[src/rtl/boot_pkg.sv]
// Shared types and constants for the instruction-memory boot loader.
// Holds the loader state encoding and the stream framing constants.
package boot_pkg;

    typedef enum logic [2:0] {
        HDR_HI,
        HDR_LO,
        DATA,
        CSUM,
        RUN,
        ERR
    } state_t;

    localparam int HDR_BYTES  = 2;
    localparam int WORD_BYTES = 4;

endpackage

[src/rtl/imem_boot_loader_if.sv]
// Byte-stream valid/ready channel feeding the boot loader.
// Ports: in_valid/in_data from master, in_ready from slave.
interface imem_boot_loader_if;

    logic       in_valid;
    logic [7:0] in_data;
    logic       in_ready;

    modport master (
        output in_valid,
        output in_data,
        input  in_ready
    );

    modport slave (
        input  in_valid,
        input  in_data,
        output in_ready
    );

endinterface

[src/rtl/word_packer.sv]
// Packs big-endian bytes into 32-bit words.
// Ports: clk, rst_n, i_clr, i_en, i_byte in; o_word, o_word_valid out.
module word_packer (
    input  logic        clk,
    input  logic        rst_n,
    input  logic        i_clr,
    input  logic        i_en,
    input  logic [7:0]  i_byte,
    output logic [31:0] o_word,
    output logic        o_word_valid
);
    import boot_pkg::*;

    logic [23:0] r_sh;
    logic [1:0]  r_cnt;

    always_ff @(posedge clk or negedge rst_n) begin
        if (!rst_n) begin
            r_sh  <= '0;
            r_cnt <= '0;
        end else if (i_clr) begin
            r_sh  <= '0;
            r_cnt <= '0;
        end else if (i_en) begin
            r_sh  <= {r_sh[15:0], i_byte};
            r_cnt <= r_cnt + 2'd1;
        end
    end

    // The final byte completes the word combinationally so the
    // top level can register the write on the same edge.
    assign o_word       = {r_sh, i_byte};
    assign o_word_valid = i_en && (r_cnt == 2'(WORD_BYTES - 1));

endmodule

[src/rtl/imem_boot_loader.sv]
// Boot loader: streams header/words/checksum into instruction memory.
// Ports: clk, rst_n, bus (byte stream), load_req, cpu_pc, imem_*, status.
module imem_boot_loader #(
    parameter int DEPTH_W = 8
) (
    input  logic               clk,
    input  logic               rst_n,
    imem_boot_loader_if.slave  bus,
    input  logic               load_req,
    input  logic [31:0]        cpu_pc,
    output logic [DEPTH_W-1:0] imem_raddr,
    output logic               imem_we,
    output logic [DEPTH_W-1:0] imem_waddr,
    output logic [31:0]        imem_wdata,
    output logic               cpu_rst_n,
    output logic               load_done,
    output logic               load_err
);
    import boot_pkg::*;

    localparam logic [15:0] DEPTH = 16'(2 ** DEPTH_W);

    state_t             r_state;
    state_t             w_nxt;
    logic [15:0]        r_n;
    logic [DEPTH_W:0]   r_wcnt;
    logic [7:0]         r_csum;
    logic               w_fire;
    logic               w_clr;
    logic               w_pk_en;
    logic [31:0]        w_word;
    logic               w_word_valid;
    logic [15:0]        w_n;
    logic               w_n_bad;
    logic               w_last_word;
    logic               w_unused_pc;

    assign bus.in_ready = rst_n && (r_state == HDR_HI ||
                                    r_state == HDR_LO ||
                                    r_state == DATA   ||
                                    r_state == CSUM);

    assign w_fire      = bus.in_valid && bus.in_ready;
    assign w_pk_en     = w_fire && (r_state == DATA);
    assign w_n         = {r_n[15:8], bus.in_data};
    assign w_n_bad     = (w_n == 16'd0) || (w_n > DEPTH);
    assign w_last_word = (16'(r_wcnt) == (r_n - 16'd1));
    assign w_unused_pc = ^{cpu_pc[31:DEPTH_W+2], cpu_pc[1:0]};

    word_packer u_pack (
        .clk          (clk),
        .rst_n        (rst_n),
        .i_clr        (w_clr),
        .i_en         (w_pk_en),
        .i_byte       (bus.in_data),
        .o_word       (w_word),
        .o_word_valid (w_word_valid)
    );

    always_comb begin
        w_nxt = r_state;
        w_clr = 1'b0;
        unique case (r_state)
            HDR_HI: if (w_fire) w_nxt = HDR_LO;
            HDR_LO: begin
                if (w_fire) begin
                    if (w_n_bad) begin
                        w_nxt = ERR;
                    end else begin
                        w_nxt = DATA;
                        w_clr = 1'b1;
                    end
                end
            end
            DATA: if (w_word_valid && w_last_word) w_nxt = CSUM;
            CSUM: begin
                if (w_fire)
                    w_nxt = (bus.in_data == r_csum) ? RUN : ERR;
            end
            RUN:  if (load_req) w_nxt = HDR_HI;
            ERR:  if (load_req) w_nxt = HDR_HI;
            default: w_nxt = HDR_HI;
        endcase
    end

    always_ff @(posedge clk or negedge rst_n) begin
        if (!rst_n) begin
            r_state    <= HDR_HI;
            r_n        <= '0;
            r_wcnt     <= '0;
            r_csum     <= '0;
            imem_we    <= 1'b0;
            imem_waddr <= '0;
            imem_wdata <= '0;
            cpu_rst_n  <= 1'b0;
            load_done  <= 1'b0;
            load_err   <= 1'b0;
        end else begin
            r_state <= w_nxt;
            if (w_fire && r_state == HDR_HI) r_n[15:8] <= bus.in_data;
            if (w_fire && r_state == HDR_LO) r_n[7:0]  <= bus.in_data;
            if (w_clr) begin
                r_wcnt <= '0;
                r_csum <= '0;
            end else begin
                if (w_word_valid) r_wcnt <= r_wcnt + 1'b1;
                if (w_pk_en)      r_csum <= r_csum ^ bus.in_data;
            end
            imem_we <= w_word_valid;
            if (w_word_valid) begin
                imem_waddr <= r_wcnt[DEPTH_W-1:0];
                imem_wdata <= w_word;
            end
            // Status rises a cycle after entering RUN/ERR but drops
            // together with the exit, so the CPU is held in reset the
            // same cycle the loader starts accepting bytes again.
            cpu_rst_n <= (r_state == RUN) && (w_nxt == RUN);
            load_done <= (r_state == RUN) && (w_nxt == RUN);
            load_err  <= (r_state == ERR) && (w_nxt == ERR);
        end
    end

    assign imem_raddr = (r_state == RUN) ? cpu_pc[DEPTH_W+1:2]
                                         : r_wcnt[DEPTH_W-1:0];

endmodule

[src/flat_wrapper.sv]
// flat-port wrapper written by rule: the top's interface ports become plain ports
module imem_boot_loader_flat import boot_pkg::*;
#(
    parameter int DEPTH_W = 8
)
  (clk, rst_n, load_req, cpu_pc, imem_raddr, imem_we, imem_waddr, imem_wdata, cpu_rst_n, load_done, load_err, bus_in_valid, bus_in_data, bus_in_ready);
  imem_boot_loader_if bus_i ();
  input  logic clk;
  input  logic rst_n;
  input  logic load_req;
  input  logic [31:0] cpu_pc;
  output logic [DEPTH_W-1:0] imem_raddr;
  output logic imem_we;
  output logic [DEPTH_W-1:0] imem_waddr;
  output logic [31:0] imem_wdata;
  output logic cpu_rst_n;
  output logic load_done;
  output logic load_err;
  input wire logic [$bits(bus_i.in_valid)-1:0] bus_in_valid;
  input wire logic [$bits(bus_i.in_data)-1:0] bus_in_data;
  output wire logic [$bits(bus_i.in_ready)-1:0] bus_in_ready;
  assign bus_i.in_valid = bus_in_valid;
  assign bus_i.in_data = bus_in_data;
  assign bus_in_ready = bus_i.in_ready;
  imem_boot_loader #(.DEPTH_W(DEPTH_W)) u_core (.clk(clk), .rst_n(rst_n), .bus(bus_i), .load_req(load_req), .cpu_pc(cpu_pc), .imem_raddr(imem_raddr), .imem_we(imem_we), .imem_waddr(imem_waddr), .imem_wdata(imem_wdata), .cpu_rst_n(cpu_rst_n), .load_done(load_done), .load_err(load_err));
endmodule
[config.mk]
export PLATFORM = sky130hd
export DESIGN_NAME = imem_boot_loader_flat
export DESIGN_NICKNAME = d
export VERILOG_FILES = /design/src/rtl/boot_pkg.sv /design/src/rtl/imem_boot_loader_if.sv /design/src/rtl/word_packer.sv /design/src/rtl/imem_boot_loader.sv /design/src/flat_wrapper.sv
export SDC_FILE = /design/constraint.sdc
export NUM_CORES = 1
export LEC_CHECK = 0
export ABC_AREA = 1
export CAP_MARGIN = 30
export CORE_ASPECT_RATIO = 0.6
export CORE_UTILIZATION = 57
export CTS_CLUSTER_DIAMETER = 60
export DETAILED_ROUTE_END_ITERATION = 6
export GPL_ROUTABILITY_DRIVEN = 0
export PLACE_DENSITY = 0.88
export SYNTH_ARGS = -nofsm -noshare
export SYNTH_HDL_FRONTEND = slang
export SYNTH_SLANG_ARGS = --single-unit
[constraint.sdc]
create_clock -name clk -period 4.55 [get_ports clk]
set_input_delay 0.6825 -clock clk [delete_from_list [all_inputs] [get_ports clk]]
set_output_delay 0.6825 -clock clk [all_outputs]
set_load 0.01 [all_outputs]
==> results.txt, run 1 <==
The tightest min-delay check is of the input pin to async pin type. The number of distinct library cells after synthesis came out at 31. The proportion of netlist area held by the largest area contributor is 50.68%. Data on the critical path is required at its endpoint by 3.87 ns. The number of gates resized after CTS was 0. The core footprint is 8653 um2. The deepest clock path buffer count came out at 2. The total instance count after detailed placement came out at 832.

The total power consumption of the routed design came out at 4.116 mW. The total nets after synthesis is 712. The worst slack after detailed placement is 1.451 ns. The number of cells on the worst reg-to-reg path is 9. The leakage power of the design is 3.168 nW. The number of max-slew violations in the final report is 0. The area added between synthesis and finish came out at 21.11%. The die width came out at 125.1 um. The largest individual stage delay along the critical path comes from the cell sky130_fd_sc_hd__clkdlybuf4s50_1. The count of unresolved DRC violations after routing came out at 12. The final standard cell count with taps included and fillers excluded came out at 848. The H-tree was split into 3 levels. IR analysis of the VDD net gives a maximum drop of 0.0003686 V. The headroom to the max-slew limit came out at 49.80%.

The met3 routing resource usage after global routing came out at 7.865%. The mean post-synth cell area is 7.797 um2. The met1 usage came out at 36.66%. The detailed-route wire length is 12.66 mm.

The endpoint identified for the worst register-to-register timing path is u_core.r_csum[6]. The post-CTS repair timing setup buffer count came out at 0. The total global routing overflow came out at 0. The number of filler cells placed in the layout is 635. The global router's overall resource usage came out at 28.52%. Sorting the synthesized cells by area gives the leading types as sky130_fd_sc_hd__dfrtp_1 51%, sky130_fd_sc_hd__nand2_1 13%, sky130_fd_sc_hd__inv_1 7.6%, sky130_fd_sc_hd__o21ai_0 6.8%, sky130_fd_sc_hd__nor2_1 3.9%.

STA classifies the critical path endpoint as an output port. The tree built by TritonCTS fans out to 105 sinks. The worst-skew pair later-pin latency came out at 0.36 ns. Synthesis produced a netlist whose cell count is 665. Once detailed placement completed, the half-perimeter wirelength came to 8.895 mm.

The worst setup path is launched from a register. The largest clock skew in the final design came out at 0.01234 ns. In this run, synthesis produced a sequential element count of 105.

TritonCTS built the clock tree. The worst-margin pin slew is 0.7504 ns. The floorplan row count came out at 26. The flow ran to the end, but the final reports show violations. In this run, post-CTS hold repair placed 0 buffers. The die area is 9494 um2. The delay of the slowest cell on the worst path came out at 0.56 ns. Setup violations remaining at the end of the flow were counted as 0.

The fmax came out at 0.3459 GHz. The total number of vias is 4501. The worst register-to-register path begins at u_core.r_n[8]. The netlist area before placement is 5185 um2. Setup repair after global routing left no endpoint under its margin. The setup path with the least slack is of type register to output port.

The violation count after the first detailed-route iteration is 426. The setup total negative slack came out at 0 ns. The net count of the finished layout came out at 778.

The layer flagged by global routing as most heavily used is met2. The chip height is 75.88 um. The vias per cell is 5.308.

The arrival time at the worst endpoint came out at 2.21 ns. Setup slack on the worst reg-to-reg path comes out at 2.12 ns. The first-pass GRT wire length came out at 20.67 mm. The proportion of synthesized chip area in sequential cells came out at 50.68%. The max-capacitance violation count is 0.

The hold violation total from the final report came out at 0. Clock tree synthesis inserted a total of 9 buffers. The core utilization of the finished layout is 72.57%. The initial antenna violation count came out at 0. The final critical-path required period came out at 2.891 ns. The part of the cycle the worst path needs came out at 63.53%.

The root buffer selected by CTS is sky130_fd_sc_hd__clkbuf_16. Walking the worst path, the cells encountered are nor2_1 > nand2_1 > a21oi_1 > clkdlybuf4s50_1. The pin count of the biggest net entering global routing is 60.

In the global route stage, met2 resource usage came out at 47.24%. The clock transition at the registers of the reported paths came out at 0.07 ns. For this run, the number of Yosys warnings is 0.

In this run the remaining antenna-violating nets after routing total 0. The post-route worst setup slack came out at 1.659 ns. The port buffer count came out at 72.

The antenna diode count is 0. The I/O pin total is 97. Once the floorplan was initialized, standard cells occupied 59.92% of the core. The checks that failed: design-rule violations. Of all nets on the critical path, the largest fanout is 17. The fraction of final layout cells with drive strength greater than 1 is 4.891%. The via count of the first global-routing pass was 4368. Of all cell types, the one taking the most synthesized area is sky130_fd_sc_hd__dfrtp_1. The power density of the placed cells is 655.5 nW/um2.

Before antenna repair, the detailed router went through 7 iterations. The post-detailed-route wirelength per cell came out at 14.92 um.
[critical path, delay by kind of cell (launching register included)]
family | cells | cell delay [ns]
buffers and inverters | 1 | 0.56
and+or+nand+nor | 2 | 0.58
DFF | 1 | 0.43
AOI/OAI and AO/OA | 1 | 0.27
[layout make-up]
type                       instances  area [um2]  share of cell area [%]
tap                              112       140.1                   2.232
clock inverter                     6       72.57                   1.156
timing repair buffer              76       768.2                   12.23
sequential                       105        2628                   41.84
multi-input combinational        429        2029                   32.32
clock buffer                      10       229.0                   3.646
inverter                         110       412.9                   6.575
[kinds of logic after synthesis]
logic type	share of synthesized area [%]
simple gates	24.23
buf+inv	10.18
compound gates	10.59
flops	50.68
xor+xnor	3.378
fa+ha+maj	0.7240
mux	0.2172
[how the worst max path moves through the flow]
stage / from / endpoint / slack (ns) / cells after the start
6_report: u_core.r_state[1] / imem_raddr[2] / 1.66 / 4
3_3_place_gp: bus_in_data[5] / u_core.r_csum[6] / 1.49 / 10
5_1_grt: u_core.r_state[1] / imem_raddr[7] / 1.52 / 4
4_1_cts: u_core.r_state[1] / imem_raddr[2] / 1.65 / 4
2_1_floorplan: u_core.r_state[1] / imem_raddr[6] / 2.69 / 5
3_5_place_dp: bus_in_data[5] / u_core.r_csum[6] / 1.45 / 10
[synthesized netlist by cell type (all sizes together)]
library cell and count:
nand2 187, inv 109, dfrtp 105, o21ai 91, nor2 58, nand3 30, a21oi 16, buf 15
xor2 14, or2 10, clkbuf 6, xnor2 6, nor3 5, nand4 4, ha 3, a31oi 1
clkinv 1, mux2 1, nand3b 1, nor4 1, o211ai 1
[per-stage QoR]
| stage | hold slack, ns | cell area (um2) |
|---|---|---|
| finish | 0.2266 | 6280 |
| global route | 0.2422 | 6280 |
| CTS | 0.2254 | 6280 |
| detailed placement | 0.4744 | 5978 |
| global placement | 0.4660 | 5951 |
| floorplan | 0.3869 | 5185 |
[state kept, by name, indices dropped and copies added (netlist names)]
register,flops
u_core.r_csum,8
u_core.r_n,16
u_core.u_pack.r_cnt,2
u_core.imem_we,1
u_core.r_state,3
u_core.cpu_rst_n,1
u_core.load_err,1
u_core.imem_wdata,32
u_core.r_wcnt,9
u_core.u_pack.r_sh,24
u_core.imem_waddr,8
[routing by layer]
metal  share of wire [%]  routed length, um
met1                  44               5625
met4                 1.7                217
met5                   0                  0
met3                 8.2               1038
met2                  46               5775
[layout by cell type, fill, tap and decap left out, types with 3 or more instances in the layout]
master / n
sky130_fd_sc_hd__nand2_1: 186
sky130_fd_sc_hd__inv_1: 105
sky130_fd_sc_hd__dfrtp_1: 105
sky130_fd_sc_hd__clkdlybuf4s50_1: 71
sky130_fd_sc_hd__o21ai_0: 70
sky130_fd_sc_hd__nor2_1: 54
sky130_fd_sc_hd__nand3_1: 27
sky130_fd_sc_hd__o21ai_1: 21
sky130_fd_sc_hd__a21oi_1: 16
sky130_fd_sc_hd__xor2_1: 14
sky130_fd_sc_hd__clkbuf_16: 9
sky130_fd_sc_hd__or2_1: 8
sky130_fd_sc_hd__xnor2_1: 6
sky130_fd_sc_hd__nor3_1: 5
sky130_fd_sc_hd__inv_2: 4
sky130_fd_sc_hd__nand4_1: 4
sky130_fd_sc_hd__buf_4: 4
sky130_fd_sc_hd__ha_1: 3
sky130_fd_sc_hd__inv_6: 3
[where the power goes]
group          internal (mW)  switching [mW]  leakage, nW
clock                  0.436           0.359        0.150
combinational          0.751           0.921         1.70
sequential              1.33           0.318         1.32
total                   2.52            1.60         3.17
Note: power is estimated with default switching activity, not from simulation.
==> run 2, diff against run 1 <==
Settings changed: CORE_UTILIZATION 57 to 47, PLACE_DENSITY 0.88 to 0.78.
Clock period 4.55 ns to 2.55 ns, I/O delays scaled along.
==> run 2 against run 1 <==
  * The run now ends clean
  * Clock power is 70% higher
  * Global-route usage is 4.9 points lower
  * Routed wire length grew 0.40%
  * Non-clock buffer count grew 8
  * Clock skew barely moved
  * Via count increased by 1.6%
  * Critical endpoint is now imem_raddr[3]
  * Final cell count up 4.1%
  * Sequential power rose by 78%
  * Core utilization decreased by 13 points
  * Flip-flop and latch count unchanged
  * Combinational power grew 79%
  * Largest power group unchanged
  * Critical path depth stayed put
==> results.txt, run 2 (synthesis gave the netlist of run 1 again) <==
Run status: finished, final reports clean (was finished with violations). Commonest cells after routing, fill and taps aside: 185 x sky130_fd_sc_hd__nand2_1, 105 x sky130_fd_sc_hd__inv_1, 105 x sky130_fd_sc_hd__dfrtp_1 (was 186 x sky130_fd_sc_hd__nand2_1, 105 x sky130_fd_sc_hd__inv_1, 105 x sky130_fd_sc_hd__dfrtp_1). The headroom to the max-slew limit came out at 38.69% (was 49.80%). Critical path cell sequence: nor2_1 > nand2_4 > a21oi_1 > clkdlybuf4s50_1 (was nor2_1 > nand2_1 > a21oi_1 > clkdlybuf4s50_1). The total iterations of the first detailed-routing run is 5 (was 7). The number of sinks on the clock net is 105 (unchanged).

The detailed-route wire length on metal 1 was 5.823 mm (was 5.625 mm). The arrival time at the worst endpoint is 2.05 ns (was 2.21 ns). The global router's overall resource usage came out at 23.62% (was 28.52%). The total global routing overflow is 0 (unchanged). The number of buffers created by CTS is 9 (unchanged). The leakage power of the design is 3.207 nW (was 3.168 nW).

The detailed-route wire length came out at 12.71 mm (was 12.66 mm). The core footprint is 10630 um2 (was 8653 um2). The vias per cell came out at 5.181 (was 5.308). The root buffer selected by CTS is sky130_fd_sc_hd__clkbuf_16 (unchanged). The clock transition at the registers of the reported paths came out at 0.08 ns (was 0.07 ns). The area added between synthesis and finish is 22.71% (was 21.11%).

The total number of vias was 4575 (was 4501). The clock tree from TritonCTS is done (unchanged). The smallest clock period supported by the final layout is computed as 2.432 ns. The number of flip-flops under the largest register name was 32 (unchanged).

The critical path's slowest cell is sky130_fd_sc_hd__clkdlybuf4s50_1 (unchanged). The max-capacitance violation count is 0 (unchanged). The total setup violations reported at the end of the flow came out at 0 (unchanged). The pin count of the biggest net entering global routing was 73 (was 60).

The uppermost metal layer occupied by signal nets is met4 (unchanged). The startpoint type of the worst setup path is a register (unchanged). The classification of the worst-slack hold path is input pin to async pin (unchanged). The count of unresolved DRC violations after routing came out at 0 (was 12). The total of hold buffers inserted after clock tree synthesis is 0 (unchanged).

The fmax came out at 0.4112 GHz. The largest clock skew in the final design came out at 0.01226 ns (was 0.01234 ns). The die area is 11470 um2 (was 9494 um2). The initial standard-cell utilization of the core came to 48.77% (was 59.92%). The switching power as a share of total power came out at 39.25% (was 38.82%). The net load switching power came to 2.854 mW (was 1.598 mW). The most flop-heavy register was u_core.imem_wdata (unchanged).

The delay of the slowest cell on the worst path came out at 0.56 ns (about the same). The number of nets with antenna violations after routing came out at 0 (unchanged). The share of total power in combinational logic is 41.1% (was 40.6%). The type of the setup path with the least slack was register to output port (unchanged).

The hold violation total from the final report came out at 0 (unchanged). The clock share of power is 18.5% (was 19.3%). The worst-case vdd ir drop is 0.0005645 V (was 0.0003686 V). The buffers plus inverters on the worst setup path came out at 1 (unchanged). The number of H-tree levels is 3 (unchanged). The data required time of the worst path is 2.17 ns (was 3.87 ns). The chip height came out at 83.36 um (was 75.88 um).

The power density of the placed cells is 1143 nW/um2 (was 655.5 nW/um2). The deepest clock path buffer count is 2 (unchanged). The port buffer count is 72 (unchanged). The worst-skew pair later-pin latency is 0.36 ns (about the same). The worst-margin pin slew came out at 0.9196 ns (was 0.7504 ns). The violation count after the first detailed-route iteration is 391 (was 426). The net count of the finished layout is 786 (was 778).

Registers with the most flip-flops: u_core.imem_wdata x32, u_core.u_pack.r_sh x24, u_core.r_n x16 (unchanged). The core utilization of the finished layout is 59.84% (was 72.57%). The I/O pin total came to 97 (unchanged). The initial antenna violation count came out at 0 (unchanged). The setup total negative slack is 0 ns (unchanged). The first-pass GRT wire length is 20.90 mm (was 20.67 mm). The estimated wirelength of the detail-placed design is 9.205 mm (was 8.895 mm). Setup repair after global routing missed its margin: no (unchanged). The die width is 137.6 um (was 125.1 um). The antenna diode count is 0 (unchanged). The total length of routed met3 wires came out at 986 um (was 1.038 mm). The total met2 wirelength after detailed routing is 5.705 mm (was 5.775 mm). After layout, the worst path uses 95.38% of the clock period. The most common cell after layout, fill and taps aside is sky130_fd_sc_hd__nand2_1 (unchanged). The internal power is 4.418 mW (was 2.518 mW). The fraction of final layout cells with drive strength greater than 1 came out at 6.048% (was 4.891%).

The largest fanout of any net on the critical path is 17 (unchanged). The number of max-slew violations in the final report was 0 (unchanged). The via count of the first global-routing pass was 4387 (was 4368). The sequential fraction of design power came to 40.4% (was 40.1%). The largest delay contributor family on the critical path is buffers and inverters (was simple AND/OR/NAND/NOR gates). The post-detailed-route wirelength per cell is 14.39 um (was 14.92 um). The floorplan row count is 29 (was 26). The endpoint class of the critical path was an output port (unchanged).
## run 2: layer usage
| metal | up-vias | GRT usage, % |
|---|---|---|
| met1 | 2186 | 32.65 |
| li1 | 2196 | - |
| met5 | - | 0 |
| met2 | 171 | 37.09 |
| met3 | 22 | 5.922 |
| met4 | 0 | 5.794 |
## run 2: repair_timing
| item | 4_1_cts | 5_1_grt |
|---|---|---|
| pin swaps | 0 | 0 |
| endpoints found under the setup margin | 8 | 5 |
| setup buffers | 0 | 0 |
| resized for setup | 1 | 1 |
## run 2: power groups by stage
stage | logic (mW) | registers (mW) | clock network [mW]
6_report | 2.99 | 2.94 | 1.35
5_1_grt | 3.37 | 3.01 | 1.44
4_1_cts | 2.99 | 2.92 | 1.37
3_5_place_dp | 2.96 | 2.95 | 0
3_3_place_gp | 2.83 | 2.90 | 0
2_1_floorplan | 1.72 | 2.93 | 0
## run 2: final timing paths
kind | start | to | slack [ns] | depth (start not counted)
min in group clk | u_core.imem_waddr[2] | u_core.imem_waddr[2] | 0.49 | 2
min reg2reg | u_core.imem_waddr[2] | u_core.imem_waddr[2] | 0.49 | 2
min | rst_n | u_core.u_pack.r_cnt[0] | 0.13 | 2
max reg2reg | u_core.r_n[8] | u_core.r_wcnt[5] | 0.67 | 8
max | u_core.r_state[1] | imem_raddr[3] | 0.12 | 4
max in group asynchronous | rst_n | u_core.imem_wdata[6] | 1.64 | 2
## run 2: layout make-up
class	instances	area [um2]
inverter	110	412.9
sequential	105	2628
multi-input combinational	429	2037
timing repair buffer	84	820.8
fill	920	4269
clock buffer	10	229.0
clock inverter	6	61.31
tap	139	173.9
## run 2: per-stage QoR
stage | hold slack [ns] | worst slack, ns | area (um2) | total power [mW] | cells
3_5_place_dp | 0.4749 | 0.3203 | 6065 | 5.902 | 867
5_1_grt | 0.1625 | 0.02969 | 6362 | 7.823 | 883
6_report | 0.1295 | 0.1179 | 6362 | 7.272 | 883
3_3_place_gp | 0.4699 | 0.3934 | 6065 | 5.739 | 867
2_1_floorplan | 0.08691 | 0.9928 | 5185 | 4.656 | 665
4_1_cts | 0.1360 | 0.08947 | 6357 | 7.289 | 883
